--- src/rtl/card_generation_unit.sv ---
// Card source for the blackjack controller: draws two card values per request
// (random or test sequences) and debounces one push-button input.
module card_generation_unit #(
   parameter logic [15:0] LFSR_SEED       = 16'hACE1,
   parameter int unsigned DEBOUNCE_CYCLES = 16
) (
   input  logic       clk,
   input  logic       reset,
   input  logic       on,
   input  logic [2:0] test,
   output logic [3:0] card1_out,
   output logic [3:0] card2_out,
   input  logic       btn_in,
   output logic       btn_db
);

   typedef enum logic [1:0] {
      MODE_RANDOM,
      MODE_SEQ,
      MODE_BLACKJACK,
      MODE_PAIR
   } mode_t;

   localparam int unsigned CW = (DEBOUNCE_CYCLES > 1) ? $clog2(DEBOUNCE_CYCLES) : 1;
   localparam logic [CW-1:0] CNT_LAST = CW'(DEBOUNCE_CYCLES - 1);

   logic [15:0]   r_lfsr;
   logic [3:0]    r_rank;
   logic [3:0]    r_card1;
   logic [3:0]    r_card2;
   logic          r_sync1;
   logic          r_sync2;
   logic [CW-1:0] r_cnt;
   logic          r_db;

   mode_t       w_mode;
   logic [15:0] w_lfsr_next;
   logic [3:0]  w_rank_p1;
   logic [3:0]  w_rank_p2;
   logic [3:0]  w_card1;
   logic [3:0]  w_card2;

   // Nibble 0..15 folded onto ranks 1..13.
   function automatic logic [3:0] f_nib_rank(input logic [3:0] nib);
      return (nib >= 4'd13) ? nib - 4'd12 : nib + 4'd1;
   endfunction

   function automatic logic [3:0] f_val(input logic [3:0] rank);
      return (rank > 4'd10) ? 4'd10 : rank;
   endfunction

   always_comb begin
      w_mode = MODE_RANDOM;
      if (!test[2]) begin
         case (test[1:0])
            2'b01:   w_mode = MODE_SEQ;
            2'b10:   w_mode = MODE_BLACKJACK;
            2'b11:   w_mode = MODE_PAIR;
            default: w_mode = MODE_RANDOM;
         endcase
      end
   end

   always_comb begin
      w_lfsr_next = {1'b0, r_lfsr[15:1]} ^ (r_lfsr[0] ? 16'hB400 : 16'h0000);
      w_rank_p1   = (r_rank == 4'd13) ? 4'd1 : r_rank + 4'd1;
      w_rank_p2   = (r_rank >= 4'd12) ? r_rank - 4'd11 : r_rank + 4'd2;
   end

   always_comb begin
      w_card1 = f_val(f_nib_rank(r_lfsr[3:0]));
      w_card2 = f_val(f_nib_rank(r_lfsr[7:4]));
      case (w_mode)
         MODE_SEQ: begin
            w_card1 = f_val(r_rank);
            w_card2 = f_val(w_rank_p1);
         end
         MODE_BLACKJACK: begin
            w_card1 = 4'd1;
            w_card2 = 4'd10;
         end
         MODE_PAIR: begin
            w_card1 = 4'd8;
            w_card2 = 4'd8;
         end
         default: ;
      endcase
   end

   // LFSR free-runs so the moment of a draw contributes entropy.
   always_ff @(posedge clk or posedge reset) begin
      if (reset) begin
         r_lfsr  <= LFSR_SEED;
         r_rank  <= 4'd1;
         r_card1 <= '0;
         r_card2 <= '0;
      end else begin
         r_lfsr <= w_lfsr_next;
         if (on) begin
            r_card1 <= w_card1;
            r_card2 <= w_card2;
            if (w_mode == MODE_SEQ)
               r_rank <= w_rank_p2;
         end
      end
   end

   always_ff @(posedge clk or posedge reset) begin
      if (reset) begin
         r_sync1 <= 1'b0;
         r_sync2 <= 1'b0;
         r_cnt   <= '0;
         r_db    <= 1'b0;
      end else begin
         r_sync1 <= btn_in;
         r_sync2 <= r_sync1;
         if (r_sync2 == r_db) begin
            r_cnt <= '0;
         end else if (r_cnt == CNT_LAST) begin
            r_db  <= r_sync2;
            r_cnt <= '0;
         end else begin
            r_cnt <= r_cnt + 1'b1;
         end
      end
   end

   assign card1_out = r_card1;
   assign card2_out = r_card2;
   assign btn_db    = r_db;

endmodule

--- config.mk ---
export PLATFORM = sky130hd
export DESIGN_NAME = card_generation_unit
export DESIGN_NICKNAME = d
export VERILOG_FILES = /design/src/rtl/card_generation_unit.sv
export SDC_FILE = /design/constraint.sdc
export NUM_CORES = 1
export LEC_CHECK = 0
export BUFFER_PORTS_ARGS = -buffer_cell sky130_fd_sc_hd__buf_2
export CAP_MARGIN = 20
export CORE_MARGIN = 3
export CORE_UTILIZATION = 50
export CTS_BUF_LIST = sky130_fd_sc_hd__clkbuf_4
export CTS_CLUSTER_DIAMETER = 100
export CTS_CLUSTER_SIZE = 25
export DETAILED_ROUTE_END_ITERATION = 8
export GPL_TIMING_DRIVEN = 0
export PLACE_DENSITY = 0.71
export SETUP_SLACK_MARGIN = 0.15
export SLEW_MARGIN = 20
export SYNTH_ARGS = -nofsm -noshare
export SYNTH_HDL_FRONTEND = slang
export SYNTH_SLANG_ARGS = --single-unit
export TNS_END_PERCENT = 50
--- constraint.sdc ---
create_clock -name clk -period 3.75 [get_ports clk]
set_clock_uncertainty 0.05 [all_clocks]
set_input_delay 0.1875 -clock clk [delete_from_list [all_inputs] [get_ports clk]]
set_output_delay 0.1875 -clock clk [all_outputs]
set_load 0.005 [all_outputs]
==> run summary <==
The flow ran to the end, and the final reports show no timing, DRC or antenna violations. Ranked by total cell area, the synthesized netlist is headed by dfrtp_1 (35%), dfstp_2 (13%), ha_1 (8.6%). Combinational logic burns 22.6% of the power. The half-perimeter wire length after detailed placement is 2440 um. For this run, design rule violations remaining after detail routing come to 0. The number of top-level pins is 16. In this run, synthesis inferred 0 flip-flops with an integrated enable.

Of the total synthesized cell area, the portion taken by AND, OR, NAND and NOR gates is 16.9%. The antenna violation net count after detailed routing came out at 0. The final total negative setup slack is 0 ns.

The first global-routing pass estimated 6040 um of wire. The overall die width is 67.4 um. Wire segments on met2 add up to 1560 um in the final route. Setup violations remaining at the end of the flow were counted as 0. In the finished design, the share of the clock period the worst path needs comes to 55.0%. The clock period minus worst slack came out at 2.06 ns. After detailed routing, no signal wire sits above met4. The path class of the tightest hold or removal check is in2reg. The overall track demand over capacity in global routing is 17.9%.

The instance count after placement with tap cells included is 239. The number of distinct standard cells referenced by the synthesized netlist came out at 51. In the final routing, the length of wire on met1 measures 1650 um.

The switching power came out at 0.298 mW. The count of TritonRoute iterations in the first routing pass is 4. Hold timing on the final database bottoms out at a slack of 0.180 ns. The post-synth net total came out at 199.

Data on the critical path is required at its endpoint by 3.94 ns. The share of synthesized area in the top cell type comes to 34.5%. Setup repair after global routing left no endpoint under its margin. The repair_antennas step left the layout with diodes totalling 0. Yosys printed 0 warnings.

The ratio of cells with drive above 1 in the final layout is 23.6%. The count of cells resized by post-cts repair is 0. The relative contribution of the clock network to total power is 33.3%. The utilization of the core after routing is 61.2%. The synthesized netlist devotes 8.63% of its cell area to adder and majority cells.

The number of port buffers is 14. The switching power share of the total came out at 28.8%. After synthesis, the most frequently instantiated cells are dfrtp_1 (26), inv_1 (14), ha_1 (13). The deepest level of the CTS H-tree is 2. The max-slew violation count is 0.

The number of buffers between clock root and the deepest sink came out at 2. The final layout contains routed wiring with a total length of 3390 um. The synthesized netlist devotes 5.97% of its cell area to XOR and XNOR gates. The post-synthesis register bit count came out at 35.

The total leakage power came out at 0.978 nW. The tree is rooted in a clkbuf_4. The startpoint-to-endpoint class of the critical path is reg2reg. The met3 wire length is 132 um. In the routed layout, each cell is associated on average with a via count of 5.54. The maximum ir drop on the vdd rail is 0.331 mV. The worst setup path is captured at a flip-flop.

The remaining global-route overflow is 0. The power per cell area came out at 484 mW/mm^2. The slew at the pin with the worst max-slew slack is 0.704 ns. The clock-pin slew on the worst setup and hold paths came out at 0.11 ns. The worst setup path is launched from a flip-flop. The reported max-cap violation count is 0. The sequential share of power came out at 44.1%. The detailed-route via count is 1380.

Of all nets on the critical path, the largest fanout is 6. The synthesized netlist cell count came out at 179. The post-synthesis sequential area ratio is 47.0%. The relative max-transition margin is 53.0%. The sink count of the clock tree is 35. The global placement routability congestion is 0.808. The number of buffers inserted during clock tree synthesis is 5.

The initialized floorplan defines 21 standard-cell rows. Among all flip-flop cells after synthesis, the most frequent one is dfrtp_1. Static timing analysis puts the maximum clock frequency at 485 MHz. The number of standard cells in the layout, taps in and fillers out came out at 249. The clock latency of the later-clocked register in the worst-skew pair is 0.34 ns. The compound-gate portion of the synthesized area is 14.9%. The share of synthesized registers carrying an async set or reset is 100%. By area, the combinational part of the netlist is dominated by simple AND/OR/NAND/NOR gates. TritonCTS built the clock tree. The initial core utilization is 54.0%.

The cell-internal power came out at 0.737 mW. dfrtp_1 takes more of the synthesized area than any other cell. The average footprint of a synthesized cell is 10.5 um^2. The number of antenna violations at the first check in global routing came out at 0. After the first detailed-routing iteration, the DRC count stood at 61. The area of the die is 0.00454 mm^2.

The layout overhead on the synthesized area is 13.4%. Data on the critical path arrives at its endpoint at 2.25 ns. The core area came out at 0.00349 mm^2. The portion of netlist area occupied by mux cells is 2.32%. The total count of hold-check failures in the final report came out at 0. The y dimension of the die is 67.4 um. After synthesis the cells add up to 0.00189 mm^2.

The largest net degree at the start of global routing is 36. The number of global-route vias before repair came out at 1320. The post-detailed-route wirelength per cell is 13.6 um. The final layout contains 222 nets.

The most common cell in the synthesized netlist is dfrtp_1.
[power groups by stage]
stage / sequential [mW] / combinational, mW / clock [mW]
6_report: 0.456 / 0.234 / 0.344
5_1_grt: 0.462 / 0.269 / 0.365
4_1_cts: 0.455 / 0.235 / 0.350
3_5_place_dp: 0.462 / 0.232 / 0
3_3_place_gp: 0.458 / 0.223 / 0
2_1_floorplan: 0.453 / 0.177 / 0
[stage by stage]
| stage | total power, mW | worst slack [ns] | cell area, um^2 |
|---|---|---|---|
| after floorplan | 0.630 | 1.88 | 1890 |
| after global placement | 0.681 | 1.75 | 2010 |
| after detailed placement | 0.694 | 1.69 | 2010 |
| after CTS | 1.04 | 1.67 | 2140 |
| after global routing | 1.10 | 1.55 | 2140 |
| final | 1.03 | 1.69 | 2140 |
[path summary, 6_finish.rpt]
check | start | to | slack, ns | cells after the start
min in group asynchronous | reset | card1_out[0] | 0.45 | 3
min | test[1] | card1_out[3] | 0.18 | 3
max | r_lfsr[5] | card2_out[3] | 1.69 | 7
max reg2reg | r_lfsr[5] | card2_out[3] | 1.69 | 7
max in group asynchronous | reset | r_lfsr[2] | 2.76 | 3
min reg2reg | r_lfsr[8] | r_lfsr[7] | 0.32 | 0
[area by class of cell]
cell class              instances  area, um^2
plain buffers                   5        28.8
clock buffers                   6        45.0
clock inverters                 2        60.1
inverters                      14        52.6
flip-flops and latches         35         887
well taps                      46        57.6
multi-input cells             125         917
repair buffers                 16        90.1
fillers                       283        1360
[per-layer routing]
metal | vias to the layer above | global-route usage (%)
met5 | - | 0
li1 | 684 | -
met1 | 669 | 24.3
met4 | 0 | 6.84
met2 | 22 | 26.7
met3 | 5 | 5.49
[placed cells by master (no fill, tap or decap), types with 3 or more instances in the layout]
cell type / netlist / routed
xnor2_1: 6 / 6
mux2_2: 3 / 3
dfrtp_1: 26 / 26
dfstp_2: 9 / 9
xor2_1: 5 / 5
nand4_1: 4 / 4
buf_2: 2 / 16
nor2b_1: 3 / 3
nand3_1: 10 / 10
inv_1: 14 / 13
o22ai_1: 3 / 3
nor2_1: 8 / 8
nand2_1: 4 / 4
clkbuf_4: 0 / 6
a31oi_1: 4 / 4
o21ai_0: 8 / 8
a21oi_1: 11 / 11
ha_1: 13 / 13
nand2b_1: 4 / 4
[worst max-delay path: stages (launching register included)]
cell      delay, ns
dfstp_2        0.59
inv_1          0.10
ha_1           0.18
nand2b_1       0.18
and3_1         0.23
a211oi_1       0.29
a21oi_1        0.08
mux2_2         0.27
[registers in the layout, summed over array words and instances (netlist names)]
name / flops
r_sync2: 1
r_sync1: 1
card2_out: 4
btn_db: 1
card1_out: 4
r_lfsr: 16
r_cnt: 4
r_rank: 4
[logic make-up (layout without fill, tap and decap cells)]
family	after synthesis	count (layout)
and+or+nand+nor	53	53
muxes	4	4
xor gates and xnor gates	12	12
DFF	35	35
AOI/OAI and AO/OA	43	43
buffers and inverters	19	43
adders and majority gates	13	13
[repair_timing]
item | CTS | global route
buffers inserted | 0 | 0
hold buffers | 2 | 0
hold endpoints to repair | 27 | 0
Note: power is estimated with default switching activity, not from simulation.
